--- src/rtl/sram_fe_pkg.sv ---
// rtl/sram_fe_pkg.sv - shared widths, types and helpers for the SRAM request front-end
package sram_fe_pkg;

    localparam int DATA_W_DEF = 64;
    localparam int DEPTH_DEF  = 256;
    localparam int ADDR_W_DEF = 8;

    typedef logic [ADDR_W_DEF-1:0] addr_t;
    typedef logic [DATA_W_DEF-1:0] data_t;

    typedef struct packed {
        logic  we;
        addr_t addr;
        data_t wdata;
    } req_t;

    // Width needed to hold an occupancy count of 0..depth inclusive.
    function automatic int cnt_width(input int depth);
        return (depth < 1) ? 1 : $clog2(depth + 1);
    endfunction

endpackage

--- src/rtl/sram_fe_rsp_fifo.sv ---
// rtl/sram_fe_rsp_fifo.sv - circular response FIFO; pointers wrap modulo DEPTH (any depth >= 1)
module sram_fe_rsp_fifo
    import sram_fe_pkg::*;
#(
    parameter int DATA_W = DATA_W_DEF,
    parameter int DEPTH  = 2
) (
    input  logic                        clk,
    input  logic                        rst,
    input  logic                        i_push,
    input  logic [DATA_W-1:0]           i_data,
    input  logic                        i_pop,
    output logic                        o_valid,
    output logic [DATA_W-1:0]           o_data,
    output logic [cnt_width(DEPTH)-1:0] o_count
);

    localparam int CNT_W = cnt_width(DEPTH);
    localparam int PTR_W = (DEPTH > 1) ? $clog2(DEPTH) : 1;

    logic [DATA_W-1:0] r_mem [DEPTH];
    logic [PTR_W-1:0]  r_wr_ptr;
    logic [PTR_W-1:0]  r_rd_ptr;
    logic [CNT_W-1:0]  r_count;
    logic              w_full;
    logic              w_pop;
    logic              w_push;

    function automatic logic [PTR_W-1:0] ptr_next(input logic [PTR_W-1:0] p);
        return (p == PTR_W'(DEPTH - 1)) ? '0 : p + 1'b1;
    endfunction

    assign w_full  = (r_count == CNT_W'(DEPTH));
    assign o_valid = (r_count != '0);
    assign w_pop   = i_pop & o_valid;
    // A full FIFO still accepts a push when the head leaves in the same cycle.
    assign w_push  = i_push & (~w_full | w_pop);
    assign o_data  = o_valid ? r_mem[r_rd_ptr] : '0;
    assign o_count = r_count;

    always_ff @(posedge clk) begin
        if (w_push && !rst) begin
            r_mem[r_wr_ptr] <= i_data;
        end
    end

    always_ff @(posedge clk) begin
        if (rst) begin
            r_wr_ptr <= '0;
            r_rd_ptr <= '0;
            r_count  <= '0;
        end else begin
            if (w_push) begin
                r_wr_ptr <= ptr_next(r_wr_ptr);
            end
            if (w_pop) begin
                r_rd_ptr <= ptr_next(r_rd_ptr);
            end
            case ({w_push, w_pop})
                2'b10:   r_count <= r_count + 1'b1;
                2'b01:   r_count <= r_count - 1'b1;
                default: r_count <= r_count;
            endcase
        end
    end

endmodule

--- src/rtl/sram_req_frontend.sv ---
// rtl/sram_req_frontend.sv - request stream to single-port SRAM strobes with credit-limited read responses
// Optional macro SRAM_FE_STATS_EN adds 32-bit read/write fire counters (stat_rd_cnt, stat_wr_cnt).
module sram_req_frontend
    import sram_fe_pkg::*;
#(
    parameter int DATA_W    = DATA_W_DEF,
    parameter int DEPTH     = DEPTH_DEF,
    parameter int ADDR_W    = ADDR_W_DEF,
    parameter int RSP_DEPTH = 2
) (
    input  logic              clk,
    input  logic              rst,
    input  logic              req_valid,
    output logic              req_ready,
    input  logic              req_we,
    input  logic [ADDR_W-1:0] req_addr,
    input  logic [DATA_W-1:0] req_wdata,
    output logic              rsp_valid,
    input  logic              rsp_ready,
    output logic [DATA_W-1:0] rsp_rdata,
`ifdef SRAM_FE_STATS_EN
    output logic [31:0]       stat_rd_cnt,
    output logic [31:0]       stat_wr_cnt,
`endif
    output logic              ram_ce_in,
    output logic              ram_we_in,
    output logic [ADDR_W-1:0] ram_addr_in,
    output logic [DATA_W-1:0] ram_wd_in,
    input  logic [DATA_W-1:0] ram_rd_out
);

    localparam int CNT_W = cnt_width(RSP_DEPTH);

    generate
        if (ADDR_W != $clog2(DEPTH)) begin : g_bad_addr_w
            $error("sram_req_frontend: ADDR_W must equal clog2(DEPTH)");
        end
    endgenerate

    logic             w_fire;
    logic             w_rd_fire;
    logic             w_wr_fire;
    logic             r_rd_pend;
    logic [CNT_W-1:0] w_fifo_count;
    logic [CNT_W:0]   w_credits_used;

    // A credit is held from the read fire until its response is popped,
    // so the FIFO can never be pushed while full.
    assign w_credits_used = {1'b0, w_fifo_count} + {{CNT_W{1'b0}}, r_rd_pend};
    assign req_ready      = ~rst & (w_credits_used < (CNT_W + 1)'(RSP_DEPTH));

    assign w_fire    = req_valid & req_ready;
    assign w_rd_fire = w_fire & ~req_we;
    assign w_wr_fire = w_fire & req_we;

    // Gate everything with fire so idle or X request fields never reach the macro.
    assign ram_ce_in   = w_fire;
    assign ram_we_in   = w_wr_fire;
    assign ram_addr_in = w_fire ? req_addr : '0;
    assign ram_wd_in   = w_wr_fire ? req_wdata : '0;

    always_ff @(posedge clk) begin
        if (rst) begin
            r_rd_pend <= 1'b0;
        end else begin
            r_rd_pend <= w_rd_fire;
        end
    end

    sram_fe_rsp_fifo #(
        .DATA_W (DATA_W),
        .DEPTH  (RSP_DEPTH)
    ) u_rsp_fifo (
        .clk     (clk),
        .rst     (rst),
        .i_push  (r_rd_pend),
        .i_data  (ram_rd_out),
        .i_pop   (rsp_ready),
        .o_valid (rsp_valid),
        .o_data  (rsp_rdata),
        .o_count (w_fifo_count)
    );

`ifdef SRAM_FE_STATS_EN
    logic [31:0] r_stat_rd_cnt;
    logic [31:0] r_stat_wr_cnt;

    always_ff @(posedge clk) begin
        if (rst) begin
            r_stat_rd_cnt <= '0;
            r_stat_wr_cnt <= '0;
        end else begin
            if (w_rd_fire) begin
                r_stat_rd_cnt <= r_stat_rd_cnt + 32'd1;
            end
            if (w_wr_fire) begin
                r_stat_wr_cnt <= r_stat_wr_cnt + 32'd1;
            end
        end
    end

    assign stat_rd_cnt = r_stat_rd_cnt;
    assign stat_wr_cnt = r_stat_wr_cnt;
`endif

endmodule
--- config.mk ---
export PLATFORM = sky130hd
export DESIGN_NAME = sram_req_frontend
export DESIGN_NICKNAME = d
export VERILOG_FILES = /design/src/rtl/sram_fe_pkg.sv /design/src/rtl/sram_fe_rsp_fifo.sv /design/src/rtl/sram_req_frontend.sv
export SDC_FILE = /design/constraint.sdc
export NUM_CORES = 1
export LEC_CHECK = 0
export CAP_MARGIN = 0
export CORE_UTILIZATION = 40
export CTS_BUF_LIST = sky130_fd_sc_hd__clkbuf_4 sky130_fd_sc_hd__clkbuf_8
export CTS_CLUSTER_SIZE = 25
export DETAILED_ROUTE_END_ITERATION = 7
export DONT_BUFFER_PORTS = 1
export PLACE_DENSITY = 0.52
export SETUP_SLACK_MARGIN = 0.3
export SYNTH_ARGS = -nofsm -noshare
export SYNTH_HDL_FRONTEND = slang
export SYNTH_SLANG_ARGS = --single-unit
export TNS_END_PERCENT = 5
--- constraint.sdc ---
create_clock -name clk -period 16.1 [get_ports clk]
set_input_delay 1.61 -clock clk [delete_from_list [all_inputs] [get_ports clk]]
set_output_delay 1.61 -clock clk [all_outputs]
set_load 0.05 [all_outputs]
==> flow_summary.toml <==
[synth]
ys_top_cells_by_count = "edfxtp_1, nor2_1, and2_1"
synth_edf_count = 128
yosysTopAreaCellShare_pct = 68.45
yosysSeqAreaShare_pct = 70.59
ys_ff_latch = 134
netlist_instances = 383
yosysWarnings = 0
synth_top_cell_by_area = "edfxtp_1"
yosysMostFrequentCell = "edfxtp_1"
synth_area_um2 = 5615
synth_nets = 525
synth-main-ff-cell = "edfxtp_1"
ys_top_cells_by_area = "edfxtp_1, mux2i_1, and2_1, nor2_1, dfxtp_1"
syn_area_per_cell_um2 = 14.66
ys_types = 22
synth-async-reset-ratio_pct = 0

[global_route]
grtUsageMet1_pct = 17.92
overflow = 0
grt_pass1_vias = 2917
track_usage_pct = 16.66
grt_max_degree = 66
top_usage_layer = "met2"
gr-usage-met2_pct = 26.04
grt_first_pass_wirelength_mm = 17.08
gr-usage-met3_pct = 8.962
antenna_found_initial = 4

[cts]
postCtsHoldBufs = 0
cts_sinks = 134
cts_setup_buffers = 0
clk_latency_ns = 0.43
cts_buffers = 17
clk_pin_slew_ns = 0.06
cts_resized = 0
htree_levels = 4
cts_tree = "done"
cts_max_path_buffers = 2
cts_root_buf = "clkbuf_8"

[die]
rows = 42
start_util_pct = 41.74
fp.dieArea_um2 = 14520
die_w_um = 120.5
dieHeight_um = 120.5
num_io_pins = 281
core_um2 = 13450

[sta]
slew_violations = 0
setup_slack_ns = 10.95
worstMarginPinSlew_ns = 1.043
fin_tns_setup_ns = 0
fmax_mhz = 194.1
hold_viol_final = 0
fin_crit_sh_pct = 32.00
rsz0062_at_grt = "no"
setup_viol = 0
max_slew_margin_pct = 30.22
clock_skew_ns = 0.01049
min_period_ns = 5.152

[min_path]
hold_class = "flip-flop to flip-flop"

[drt]
route.detailed.drc = 0
drt_pass1_iterations = 4
final_antenna_net_count = 0
drtIter0Drc = 192
routedWlPerCell_um = 21.25
viasPerCell = 5.225
wirelength_mm = 12.11
vias = 2978

[setup_path]
worst-path-max-fanout = 65
slowest_delay_ns = 0.85
path_buf_inv = 1
cp-start-kind = "input port"
arrival_ns = 3.54
cp_top_family = "simple AND/OR/NAND/NOR gates"
end_kind = "output pin"
crit_path_cell_trace = "a211oi_2, buf_4, and3_2, and2_1"
worstPathRequired_ns = 14.49
crit_slowest_cell = "and3_2"
path_class = "input port to output pin"

[cells_and_area]
seq_area_um2 = 3968
fin_util_pct = 45.12
nNetsFinal = 525
fillers = 1192
drive_above_1_share_pct = 9.974
multi_input_area_um2 = 1503
area_delta_synth_final_pct = 8.088
final_cells = 570

[place]
dp_hpwl_mm = 8.134
place.gp.congestion = 0.9265
pre_cts_ws_ns = 10.97
port_buffers = 0
place_inst = 540

[power_and_ir_drop]
vdd_ir_drop_max_mv = 0.06097
p_per_area_nw_per_um2 = 146.8
pwr-share-clk_pct = 26.5
p_seq_share_pct = 45.1
p_sw_mw = 0.3403
swShare_pct = 38.20
p_comb_share_pct = 28.4
p_int_mw = 0.5506
leakagePower_nw = 1.951
power.total_mw = 0.8909

[outcome]
outcome = "complete, no violations"

[job]
maxCapViolations = 0
-- placed cells by master (no fill, tap or decap) --
master and instances:
nor2b_1 2, o31ai_2 1, inv_1 3, clkinv_2 2
bufinv_16 1, o21ai_0 2, nor2_1 68, dfxtp_1 5
buf_4 5, a211oi_2 1, mux2i_1 64, ha_1 1
mux2_2 1, clkbuf_8 17, and2_1 65, diode_2 3
or3_1 1, xnor2_1 1, nor3_2 1, nor2_4 1
clkinvlp_4 2, edfxtp_1 128, dfxtp_4 1, clkinv_1 1
and3_1 8, nor3b_2 1, a21oi_1 1, clkbuf_4 4
xor2_1 2, and3_2 1
-- kinds of logic (layout without fill, tap and decap cells) --
kind of cell,Yosys count,after routing,synth area share (%)
compound gates,5,5,0.7129
xor+xnor,3,3,0.4680
fa+ha+maj,1,1,0.2228
buf+inv,27,35,2.986
flops,134,134,70.59
mux,65,65,11.61
other cells,0,3,0
simple gates,148,148,13.41
-- area by class of cell --
cell class | instances | area share (%)
Sequential cell | 134 | 65.37
Multi-Input combinational cell | 222 | 24.76
Clock buffer | 21 | 4.350
Tap cell | 176 | 3.628
Clock inverter | 6 | 0.9689
Timing Repair Buffer | 5 | 0.6184
Inverter | 3 | 0.1855
Antenna cell | 3 | 0.1237
-- worst min-delay path, cell delays in order, from the launching register on --
cell,delay [ns]
dfxtp_1,0.32
xor2_1,0.08
nor2_1,0.08
-- per-stage QoR --
stage	instance area, um2	hold WS, ns
2_1_floorplan	5615	0.4725
3_3_place_gp	5739	0.4938
3_5_place_dp	5739	0.4960
4_1_cts	6062	0.5232
5_1_grt	6070	0.5718
6_report	6070	0.5121
-- registers in the layout, indices dropped and copies added (netlist names), named ones only --
register             flops
u_rsp_fifo.r_wr_ptr      1
u_rsp_fifo.r_rd_ptr      1
u_rsp_fifo.o_count       2
r_rd_pend                1
u_rsp_fifo.r_mem       128
-- power groups by stage --
stage / registers [mW] / clock network, mW / logic [mW]
global placement: 0.409 / 0 / 0.256
detailed placement: 0.409 / 0 / 0.256
global route: 0.403 / 0.260 / 0.264
floorplan: 0.400 / 0 / 0.243
CTS: 0.402 / 0.246 / 0.256
finish: 0.402 / 0.236 / 0.253
-- per-layer routing --
metal	share of wire [%]	vias up
li1	-	1350
met1	37	1440
met2	50	168
met3	11	18
met4	2.4	2
met5	0.11	-
-- path summary, 6_finish.rpt --
kind / start / end / slack [ns] / cells past startpoint
setup / recovery: rst / ram_wd_in[53] / 10.95 / 4
hold / removal: u_rsp_fifo.r_rd_ptr / u_rsp_fifo.r_rd_ptr / 0.51 / 2
setup reg to reg: u_rsp_fifo.o_count[0] / u_rsp_fifo.r_mem[1][32] / 14.14 / 3
hold reg to reg: u_rsp_fifo.r_rd_ptr / u_rsp_fifo.r_rd_ptr / 0.51 / 2
No activity file was read; power rests on OpenSTA's default activity.
